File: config.mk
export PLATFORM = sky130hd
export DESIGN_NAME = oport_arb
export DESIGN_NICKNAME = d
export VERILOG_FILES = /design/src/rtl/oport_arb.sv
export SDC_FILE = /design/constraint.sdc
export NUM_CORES = 1
export LEC_CHECK = 0
export CAP_MARGIN = 20
export CORE_ASPECT_RATIO = 1.4
export CORE_MARGIN = 3
export CORE_UTILIZATION = 28
export DETAILED_ROUTE_END_ITERATION = 16
export DONT_BUFFER_PORTS = 1
export GPL_TIMING_DRIVEN = 0
export RECOVER_POWER = 100
export SYNTH_ARGS = -nofsm -noshare
export SYNTH_HDL_FRONTEND = slang
export SYNTH_SLANG_ARGS = --single-unit
File: constraint.sdc
create_clock -name clk -period 4.7 [get_ports clk]
set_input_delay 0.94 -clock clk [delete_from_list [all_inputs] [get_ports clk]]
set_output_delay 0.94 -clock clk [all_outputs]
set_load 0.02 [all_outputs]
File: src/rtl/oport_arb.sv
// oport_arb: round-robin switch allocator for one output port, grant locked HEAD..TAIL,
// flit transfer gated by downstream readiness, with packet/flit statistics counters.
module oport_arb #(
  parameter int NPORT = 5,
  parameter int CNTW  = 16
) (
  input  logic               clk,
  input  logic               rst_,
  input  logic [NPORT-1:0]   req,
  input  logic [2*NPORT-1:0] ftype,
  input  logic               dn_rdy,
  output logic [NPORT-1:0]   grant,
  output logic [2:0]         sel,
  output logic               busy,
  output logic               fwd,
  output logic               err,
  output logic [CNTW-1:0]    pkt_cnt,
  output logic [CNTW-1:0]    flit_cnt
);
  localparam logic [1:0] T_NONE = 2'd0;
  localparam logic [1:0] T_HEAD = 2'd1;
  localparam logic [1:0] T_TAIL = 2'd3;
  localparam logic [0:0] IDLE   = 1'b0;
  localparam logic [0:0] LOCKED = 1'b1;
  logic [0:0]       state;
  logic [2:0]       ptr, winner, idx;
  logic [3:0]       sum;
  logic             found, first, head_err, none_err;
  logic [NPORT-1:0] cand;
  logic [1:0]       cur;
  always_comb begin
    for (int i = 0; i < NPORT; i++) cand[i] = req[i] && ftype[2*i +: 2] == T_HEAD;
  end
  // scan ptr+1, ptr+2, ... so the port that just finished ranks last
  always_comb begin
    found  = 1'b0;
    winner = 3'd0;
    sum    = 4'd0;
    idx    = 3'd0;
    for (int k = 1; k <= NPORT; k++) begin
      sum = {1'b0, ptr} + 4'(k);
      idx = sum >= 4'(NPORT) ? 3'(sum - 4'(NPORT)) : sum[2:0];
      if (!found && cand[idx]) begin
        found  = 1'b1;
        winner = idx;
      end
    end
  end
  assign busy     = state;
  assign cur      = ftype[{sel, 1'b0} +: 2];
  assign fwd      = busy & req[sel] & dn_rdy;
  assign head_err = fwd && cur == T_HEAD && !first;
  assign none_err = busy && req[sel] && cur == T_NONE;
  always_ff @(posedge clk or negedge rst_) begin
    if (!rst_) begin
      state    <= IDLE;
      grant    <= '0;
      sel      <= 3'd0;
      ptr      <= 3'(NPORT - 1);
      first    <= 1'b0;
      err      <= 1'b0;
      pkt_cnt  <= '0;
      flit_cnt <= '0;
    end else begin
      err <= head_err | none_err;
      if (fwd) flit_cnt <= flit_cnt + CNTW'(1);
      if (state == IDLE) begin
        if (found) begin
          state <= LOCKED;
          grant <= NPORT'(1) << winner;
          sel   <= winner;
          first <= 1'b1;
        end
      end else if (fwd) begin
        first <= 1'b0;
        if (cur == T_TAIL) begin
          pkt_cnt <= pkt_cnt + CNTW'(1);
          ptr     <= sel;
          state   <= IDLE;
          grant   <= '0;
          sel     <= 3'd0;
        end
      end
    end
  end
endmodule

==> metrics.txt, run 1 <==
status=complete, no violations; worst min path class=input port to async pin; die height=approximately 130 um; CP top delay family=simple AND/OR/NAND/NOR gates; clock group share of total power=0.141; antenna cell count=0; Syn Inst Count=approximately 320; post-route setup TNS=0 ns; Buf/Inv on CP=1; initial drt markers=213; crit start category=flip-flop; largest net degree at the start of global routing=47; DP Area=3320 um^2; P_sw=0.00114 W; Internal=0.00126 W; latest clock arrival within the worst-skew pair=about 0.28 ns; CTS tree=yes; Remaining DRCs=0; Rows=45; wire length per cell=17.1 um; final setup fails=0; PD cells=between 600 and 700 nW/um^2; reg2reg path depth=11; Net Sw Frac=0.475; Ports=61; Final nets=361; Finished Cell Area=about 3400 um^2; Ys Warns=0; Final GP Congestion=0.869; DR vias/cell=5.34; clk_skew=0.00779 ns; Clock Tree Buf Depth=2; Critical R2R Capture=grant[3]$_DFFE_PN0P_; TritonCTS buffer count=5; RSZ-0062 raised after global routing=no; syn avg cell area=9.73 um^2; most common cell after layout, fill and taps aside=dfrtp_1; All-Layer GR Usage=0.129; number of synthesized register bits=46; Hold-fix buffers, CTS=0; Critical Path AT=4.14 ns; Worst-Margin Slew=between 0.8 and 0.9 ns; r2r startpoint=ptr[1]$_DFFE_PN0P_; Max-cap violations=0; Area growth syn-to-layout=9.31%; final period utilization=0.834; Slew Limit Fails=0; critical path class=flip-flop to flip-flop; Initial Util=0.288; IO Port Bufs=0; first-pass GRT wire length=roughly 13,000 um; number of global-route vias before repair=between 2,000 and 3,000; drt first pass iters=5; top_reg_cell synth=dfrtp_1; crit path cell chain=inv_1, ha_1, and3b_1, o31ai_1, xor2_1, mux2i_1, nand3_1, nor4b_1, a21oi_1, nor2_4, a22o_1; grt ovf=0; Core Region=10,900 um^2; Die ar.=about 13,000 um^2; worst vdd ir=about 0.00019 V; synthesized area=3140 um^2; share of layout cells above drive strength 1=0.0876; total number of vias=between 2,000 and 3,000; R2R Setup Slk=just under 0.8 ns; Detailed Place HPWL=6400 um; clock sink total=46; CTS HTree Levels=2; die width=95.6 um; hold_ws=0.346 ns; required time of the worst setup path=~4.9 ns; wirelength, routed=a little over 8000 um; Comb pwr share=0.571; Mapped Nets=about 350; Hold Fails Final Rpt=0; Yosys cell types=65; crit end category=flip-flop; Final min period=3.92 ns; sequential area share after synthesis=0.366; Flop pwr share=0.288; Max Freq=between 200 and 300 MHz; Post-synth ARST share=1.00; Crit Path Max Fanout=9; Root Driver=clkbuf_16; Static Leak=1.49 nW; initial antenna violation count=0; Final ANT Viol Nets=0; Setup Buffers After CTS=0; slowest CP cell=nor4b_1; slowest cell delay on critical path=0.65 ns; Post-synth EDFFs=0; Post-CTS Resized=0; Worst-path clk slew=0.06 ns; commonest non-fill, non-tap cells in the layout=dfrtp_1, nand2_1, xnor2_1; slew margin rel.=0.451
cell type report:
class,count,area (um^2)
Fill cell,1125,7490
Multi-Input combinational cell,256,1870
Sequential cell,46,1150
Tap cell,141,176
Clock buffer,6,129
Buffer,10,57.6
Inverter,11,41.3
Clock inverter,2,13.8
cells by family (layout without fill, tap and decap cells):
group,count (synthesis),count (layout),share of synthesized area
adder cells (fa/ha/maj),13,13,0.0541
AO/OA/AOI/OAI,70,70,0.167
XOR/XNOR,35,35,0.0999
multiplexers,17,17,0.0661
buffers and inverters,21,29,0.0322
flip-flops,46,46,0.366
AND/OR/NAND/NOR,121,121,0.214
how the worst max path moves through the flow:
| stage | from | to | slack (ns) | cells after the start |
|---|---|---|---|---|
| after floorplan | ptr[0]$_DFFE_PN0P_ | grant[4]$_DFFE_PN0P_ | 1.48 | 14 |
| after global placement | ptr[0]$_DFFE_PN0P_ | grant[4]$_DFFE_PN0P_ | 1.17 | 14 |
| after detailed placement | ptr[1]$_DFFE_PN0P_ | grant[4]$_DFFE_PN0P_ | 1.12 | 11 |
| after CTS | ptr[0]$_DFFE_PN0P_ | grant[4]$_DFFE_PN0P_ | 1.12 | 14 |
| after global routing | ptr[1]$_DFFE_PN0P_ | grant[3]$_DFFE_PN0P_ | 0.48 | 11 |
| final | ptr[1]$_DFFE_PN0P_ | grant[3]$_DFFE_PN0P_ | 0.78 | 11 |
cells in the mapped netlist, types with 2 or more instances:
library cell	instances	area, um^2
ha_1	12	150
clkbuf_1	4	15.0
o211ai_1	2	15.0
o2bb2ai_1	2	17.5
nand2b_1	5	31.3
nor2_1	21	78.8
nand3b_1	4	30.0
buf_2	3	15.0
nand2_1	31	116
o22a_1	2	17.5
a21oi_1	10	50.1
and4_1	2	17.5
and3b_1	6	52.6
o2111ai_1	3	26.3
dfrtp_1	45	1130
a21o_1	7	52.6
mux2i_1	14	140
nand4_1	8	50.1
xnor2_1	25	219
inv_1	10	37.5
xor2_1	9	78.8
mux4_2	3	67.6
o21ai_0	17	85.1
nor2b_1	4	25.0
a221oi_1	4	35.0
nand3_1	15	75.1
a22o_1	5	43.8
and3_1	8	50.1
nor3_1	5	25.0
buf_6	2	22.5
metal layers:
metal / global-route usage / vias up / wire length [um]
met5: 0 / - / 0
met4: 0.0593 / 0 / 179
met3: 0.0281 / 12 / 613
met2: 0.243 / 87 / 4440
met1: 0.128 / 1243 / 2860
li1: - / 1178 / -
power groups by stage:
stage	combinational [W]	sequential [W]	clock, W
after CTS	0.00140	0.000696	0.000347
after global placement	0.00136	0.000699	0
after detailed placement	0.00140	0.000701	0
after floorplan	0.00114	0.000658	0
after global routing	0.00151	0.000707	0.000367
final	0.00137	0.000690	0.000338
state kept, by name (all words and copies together) (netlist names):
name	cells
pkt_cnt	16
flit_cnt	16
ptr	3
busy	1
err	1
sel	3
first	1
grant	5
per-stage QoR:
step	worst slack, ns	cells	utilization	total power [W]
after floorplan	1.48	323	-	0.00179
after global placement	1.17	464	0.304	0.00206
after detailed placement	1.12	464	0.304	0.00210
after CTS	1.12	472	0.317	0.00244
after global routing	0.484	472	0.315	0.00258
final	0.781	472	0.315	0.00240
Note: power is estimated with default switching activity, not from simulation.
==> run 2, diff against run 1 <==
==> constraint.sdc (replaced) <==
create_clock -name clk -period 3.23 [get_ports clk]
set_input_delay 0.646 -clock clk [delete_from_list [all_inputs] [get_ports clk]]
set_output_delay 0.646 -clock clk [all_outputs]
set_load 0.02 [all_outputs]
==> run 2 against run 1 <==
  * The run now ends with negative setup slack left
  * Design area grew 10%
  * Fmax grew 20%
  * Worst hold slack lost 0.30 ns
  * Setup slack lost 0.82 ns
  * Sequential power increased by 44%
  * Clock skew shrank 0.0010 ns
  * Sequential share of layout area decreased by 3.1 points
  * Critical endpoint is now grant[4]$_DFFE_PN0P_
==> metrics.txt, run 2 (same netlist as run 1, synthesis figures left out) <==
Hold Fails Final Rpt=0 (unchanged); Comb pwr share=0.640 (was 0.571); Root Driver=clkbuf_16 (unchanged); slowest CP cell=dfrtp_2 (was nor4b_1); number of global-route vias before repair=2,791 (was 2,641); placed cells=464 (unchanged); R2R Setup Slk=-0.04 ns (was 0.78 ns); reg2reg path depth=11 (unchanged); final setup fails=4 (was 0); fillers=1,094 (was 1,125); first-pass GRT wire length=13,400 um (was 12,900 um); most common cell after layout, fill and taps aside=dfrtp_1 (unchanged); Clock Tree Buf Depth=2 (unchanged); Crit Path Max Fanout=9 (unchanged); slowest cell delay on critical path=0.45 ns (was 0.65 ns); Critical Path AT=3.45 ns (was 4.14 ns); clock group share of total power=0.120 (was 0.141); worst vdd ir=0.000288 V (was 0.000190 V); final setup margin=-0.0436 ns (was 0.781 ns); Final GP Congestion=0.869 (unchanged); slew margin rel.=0.617 (was 0.451); crit end category=flip-flop (unchanged); Worst-path clk slew=0.06 ns (about the same); critical path class=flip-flop to flip-flop (unchanged); crit start category=flip-flop (unchanged); Area growth syn-to-layout=20.6% (was 9.31%); PD cells=1090 nW/um^2 (was 697 nW/um^2); clock sink total=46 (unchanged); Worst-Margin Slew=0.575 ns (was 0.817 ns); latest clock arrival within the worst-skew pair=0.29 ns (was 0.28 ns); drt first pass iters=4 (was 5); IO Port Bufs=0 (unchanged); die height=131 um (unchanged); Net Sw Frac=0.459 (was 0.475); Buf/Inv on CP=2 (was 1); failing checks=negative setup slack; commonest non-fill, non-tap cells in the layout=dfrtp_1, nand2_1, xnor2_1 (unchanged); RSZ-0062 raised after global routing=yes (was no); Regs by FF count=flit_cnt x16, pkt_cnt x16, grant x5 (unchanged); initial drt markers=156 (was 213); initial antenna violation count=0 (unchanged); CP dominant cell by count=buf_4; die width=95.6 um (unchanged); required time of the worst setup path=3.41 ns (was 4.92 ns); CP top delay family=compound AO/OA/AOI/OAI gates (was simple AND/OR/NAND/NOR gates); Detailed Place HPWL=6400 um (unchanged); clk_skew=0.00679 ns (was 0.00779 ns); hold_ws=0.0480 ns (was 0.346 ns); TritonCTS buffer count=5 (unchanged); Rows=45 (unchanged); share of layout cells above drive strength 1=0.207 (was 0.0876); Final Non-Filler Cells=494 (was 472); Internal=0.00225 W (was 0.00126 W); Core Region=10,900 um^2 (unchanged); wire length per cell=17.3 um (was 17.1 um); Slew Limit Fails=0 (unchanged); antenna cell count=0 (unchanged); CTS tree=yes (unchanged); status=finished, violations left (was complete, no violations); All-Layer GR Usage=0.134 (was 0.129); worst min path class=input port to async pin (unchanged); fin util=0.347 (was 0.315); crit path cell chain=buf_4, ha_1, and3b_1, o31ai_2, xor2_1, mux2i_2, buf_4, nand2_1, or3_4, a22o_1, a22o_2 (was inv_1, ha_1, and3b_1, o31ai_1, xor2_1, mux2i_1, nand3_1, nor4b_1, a21oi_1, nor2_4, a22o_1); Max-cap violations=0 (unchanged); Critical R2R Capture=grant[4]$_DFFE_PN0P_ (was grant[3]$_DFFE_PN0P_); Final min period=3.27 ns (was 3.92 ns); r2r startpoint=ptr[1]$_DFFE_PN0P_ (unchanged); CTS HTree Levels=2 (unchanged); Final nets=383 (was 361); Die ar.=12,600 um^2 (unchanged); Static Leak=1.64 nW (was 1.49 nW); Power Total=0.00415 W (was 0.00240 W); total number of vias=2,651 (was 2,520); DR vias/cell=5.37 (was 5.34); Final ANT Viol Nets=0 (unchanged); Max Freq=305 MHz (was 255 MHz); Ports=61 (unchanged); grt ovf=0 (unchanged); largest net degree at the start of global routing=47 (unchanged); Hold-fix buffers, CTS=0 (unchanged); final period utilization=1.01 (was 0.834); Flop pwr share=0.240 (was 0.288); P_sw=0.00190 W (was 0.00114 W); Initial Util=0.288 (unchanged); Remaining DRCs=0 (unchanged); wirelength, routed=8520 um (was 8090 um)
-- run 2: cell count changes in the layout (fill, tap and decap cells not counted), sizes merged --
| cell | previous run | this run |
|---|---|---|
| clkinv | 2 | 3 |
| clkinvlp | 0 | 1 |
| buf | 4 | 26 |
| inv | 11 | 9 |
-- run 2: per-layer routing --
layer	part of all wire	track usage	routed length, um
met5	0	0	0
met4	0.039	0.0672	334
met3	0.070	0.0292	596
met2	0.54	0.252	4600
met1	0.35	0.131	3000
-- run 2: cell type report --
class	count	area, um^2	area share
buffer	10	65.1	0.0172
clock buffer	6	129	0.0340
clock inverter	2	13.8	0.00363
inverter	11	57.6	0.0152
multi-input combinational	256	2020	0.532
sequential	46	1150	0.304
tap	141	176	0.0465
timing repair buffer	22	181	0.0478
-- run 2: how the worst max path moves through the flow --
stage / to / slack, ns / depth (start not counted) / startpoint
6_report: grant[4]$_DFFE_PN0P_ / -0.04 / 11 / ptr[1]$_DFFE_PN0P_
5_1_grt: grant[3]$_DFFE_PN0P_ / -0.15 / 11 / ptr[1]$_DFFE_PN0P_
2_1_floorplan: grant[4]$_DFFE_PN0P_ / 0.01 / 14 / ptr[0]$_DFFE_PN0P_
3_5_place_dp: grant[4]$_DFFE_PN0P_ / -0.35 / 11 / ptr[1]$_DFFE_PN0P_
3_3_place_gp: grant[4]$_DFFE_PN0P_ / -0.30 / 14 / ptr[0]$_DFFE_PN0P_
4_1_cts: grant[4]$_DFFE_PN0P_ / -0.002 / 12 / ptr[0]$_DFFE_PN0P_
-- run 2: power by group through the flow --
| stage | clock network, W | registers (W) | logic, W |
|---|---|---|---|
| final | 0.000496 | 0.000996 | 0.00266 |
| after detailed placement | 0 | 0.00102 | 0.00203 |
| after floorplan | 0 | 0.000957 | 0.00165 |
| after global routing | 0.000536 | 0.00102 | 0.00288 |
| after global placement | 0 | 0.00102 | 0.00198 |
| after CTS | 0.000505 | 0.000997 | 0.00238 |
-- run 2: worst reg2reg max path: cells and delay by family, from the launching register on --
| family | cells | cell delay, ns |
|---|---|---|
| compound gates | 3 | 0.74 |
| xor+xnor | 1 | 0.30 |
| fa+ha+maj | 1 | 0.29 |
| buf+inv | 2 | 0.34 |
| flops | 1 | 0.45 |
| mux | 1 | 0.34 |
| simple gates | 3 | 0.72 |
-- run 2: metrics by stage --
stage	setup WS (ns)	TNS (ns)	cell area, um^2
3_3_place_gp	-0.302	-1.92	3320
4_1_cts	-0.00196	-0.00196	3620
3_5_place_dp	-0.349	-2.41	3320
6_report	-0.0436	-0.103	3790
5_1_grt	-0.152	-1.08	3790
2_1_floorplan	0.0128	0	3140
-- run 2: repair_timing --
item                       CTS  global route
resized for setup           15            16
setup endpoints to repair   10            13
gates cloned                 0             0
setup buffers               11            11
pin swaps                    5            13
==> run 3, diff against run 2 <==
--- a/config.mk
+++ b/config.mk
@@ -9,6 +9,7 @@
 export CORE_ASPECT_RATIO = 1.4
 export CORE_MARGIN = 3
 export CORE_UTILIZATION = 28
+export CTS_CLUSTER_SIZE = 8
 export DETAILED_ROUTE_END_ITERATION = 16
 export DONT_BUFFER_PORTS = 1
 export GPL_TIMING_DRIVEN = 0
==> results of run 3 <==
Final layout, timing and power as in run 2 (identical DEF).
==> RTL change, RTL diff (settings of run 2) <==
The parameter `NPORT` goes from 5 to 10.
--- a/src/rtl/oport_arb.sv
+++ b/src/rtl/oport_arb.sv
@@ -1,7 +1,7 @@
 // oport_arb: round-robin switch allocator for one output port, grant locked HEAD..TAIL,
 // flit transfer gated by downstream readiness, with packet/flit statistics counters.
 module oport_arb #(
-  parameter int NPORT = 5,
+  parameter int NPORT = 10,
   parameter int CNTW  = 16
 ) (
   input  logic               clk,
Interface: changed (resized ftype, grant and req); port bits go from 61 to 81. The function was not compared with the original's and may differ.
==> RTL change against run 2 <==
Critical endpoint is now grant[2]$_DFFE_PN0P_; power increased by 63%; cell area increased by 39%; critical path type unchanged; setup slack got worse by 0.24 ns; synthesized area increased by 33%; the flow still finishes with violations (setup timing); clock power is 4.4% higher; largest cell class unchanged; die area up 31%; sequential share of layout area decreased by 7.0 points; routed wire length rose by 52%; worst hold slack got worse by 0.0040 ns; sequential cell count is 3 higher; highest routed layer unchanged.
==> RTL change: results (changes against run 2) <==
Worst VDD drop: 0.000592 V (was 0.000288 V)
Nets@finish: 519 (was 383)
Status: finished with violations (unchanged)
Layout cells sized above 1: 31.6% (was 20.7%)
Static leakage power: 2.17 nW (was 1.64 nW)
Vias in the first global route: 4010 (was 2791)
Slew of the pin with the lowest slew margin: 0.618 ns (was 0.575 ns)
Adder-cell area share of the yosys netlist: 3.90% (was 5.41%)
# fillers: 1430 (was 1094)
First-pass GRT wire length: 20800 um (was 13400 um)
Failing checks: setup timing (unchanged)
Setup violators final: 11 (was 4)
Sequential cell area fraction in the yosys report: 29.4% (was 36.6%)
R2r worst-path depth: 13 (was 11)
Overall routing resource usage: 16.0% (was 13.4%)
Netlist cell types: 85 (was 65)
Final RePlAce weighted congestion: 1.01 (was 0.869)
CP max FO: 5 (was 9)
Drt first-iter violations: 227 (was 156)
Average wire per standard cell: 19.5 um (was 17.3 um)
Mux contribution to synthesized area: 12.6% (was 6.61%)
Post-Synth XOR/XNOR Area: 7.32% (was 9.99%)
R2R Path Start: ptr[0]$_DFFE_PN1P_ (was ptr[1]$_DFFE_PN0P_)
Largest regs: flit_cnt (16), pkt_cnt (16), grant (8) (was flit_cnt (16), pkt_cnt (16), grant (5))
Commonest cells post-synth: dfrtp_1 (48), nand2_1 (45), nor2_1 (22), xnor2_1 (21) (was dfrtp_1 (45), nand2_1 (31), xnor2_1 (25), nor2_1 (21), o21ai_0 (17))
Synth top area cells: dfrtp_1 (29%), mux4_2 (4.9%), xnor2_1 (4.4%), mux2i_1 (4.3%), nand2_1 (4.1%) (was dfrtp_1 (36%), xnor2_1 (7.0%), ha_1 (4.8%), mux2i_1 (4.5%), nand2_1 (3.7%))
Post-route setup slack: -0.284 ns (was -0.0436 ns)
M1 wire length: 4500 um (was 3000 um)
==> RTL change: area by class of cell <==
type | instances | area (um2) | area share, %
flip-flops and latches | 49 | 1230 | 23.4
inverters | 18 | 82.6 | 1.57
clock inverters | 2 | 15.0 | 0.286
multi-input cells | 349 | 3150 | 60.0
repair buffers | 30 | 233 | 4.43
clock buffers | 6 | 129 | 2.45
plain buffers | 20 | 179 | 3.40
well taps | 189 | 236 | 4.50
==> RTL change: kinds of logic (layout without fill, tap and decap cells) <==
kind of cell | Yosys count | after routing
compound gates | 104 | 104
xor+xnor | 34 | 34
fa+ha+maj | 13 | 13
buf+inv | 39 | 76
flops | 49 | 49
mux | 37 | 37
other cells | 1 | 2
simple gates | 159 | 159
==> RTL change: metrics by stage <==
step	TNS (ns)	power (W)	cells	hold WS (ns)	area (um2)
5_1_grt	-6.14	0.00717	663	0.0300	5260
4_1_cts	-1.59	0.00633	659	0.0355	5120
3_5_place_dp	-6.84	0.00492	626	0.352	4510
2_1_floorplan	-0.430	0.00407	437	0.350	4270
3_3_place_gp	-6.11	0.00485	626	0.352	4510
6_report	-2.08	0.00678	663	0.0440	5260
==> RTL change: worst max-delay path by stage <==
stage                       start              endpoint  slack (ns)  depth (start not counted)
2_1_floorplan  ptr[0]$_DFFE_PN1P_  grant[0]$_DFFE_PN0P_       -0.07                         13
3_3_place_gp   ptr[0]$_DFFE_PN1P_  grant[0]$_DFFE_PN0P_       -0.58                         13
3_5_place_dp   ptr[0]$_DFFE_PN1P_  grant[0]$_DFFE_PN0P_       -0.62                         13
4_1_cts        ptr[0]$_DFFE_PN1P_  grant[0]$_DFFE_PN0P_       -0.25                         13
5_1_grt        ptr[0]$_DFFE_PN1P_  grant[0]$_DFFE_PN0P_       -0.37                         13
6_report       ptr[0]$_DFFE_PN1P_  grant[2]$_DFFE_PN0P_       -0.28                         13
==> RTL change: what timing repair did <==
item,in CTS,in global routing
setup endpoints to repair,19,23
endpoints found under the hold margin,0,0
buffers inserted,25,5
pin swaps,17,13
resized for setup,52,25
==> RTL change: critical path, cell delays in order (launching register included) <==
cell and delay, ns:
dfstp_2 0.54, buf_6 0.12, inv_6 0.04, buf_12 0.12, ha_4 0.28, and4b_1 0.21
mux2i_4 0.22, mux4_2 0.39, mux2i_4 0.26, nand4bb_4 0.24, nor3_4 0.07, a41o_2 0.23
or3b_4 0.42, o32ai_2 0.27
==> RTL change: power breakdown <==
group          switching (W)  internal [W]
Combinational        0.00289       0.00235
Sequential          0.000272      0.000747
Clock               0.000231      0.000288
Total                0.00339       0.00339
==> RTL change: routing by layer <==
metal / track usage [%] / up-vias
li1: - / 1714
met5: 0 / -
met4: 9.73 / 0
met1: 16.4 / 1849
met3: 3.95 / 44
met2: 28.7 / 178
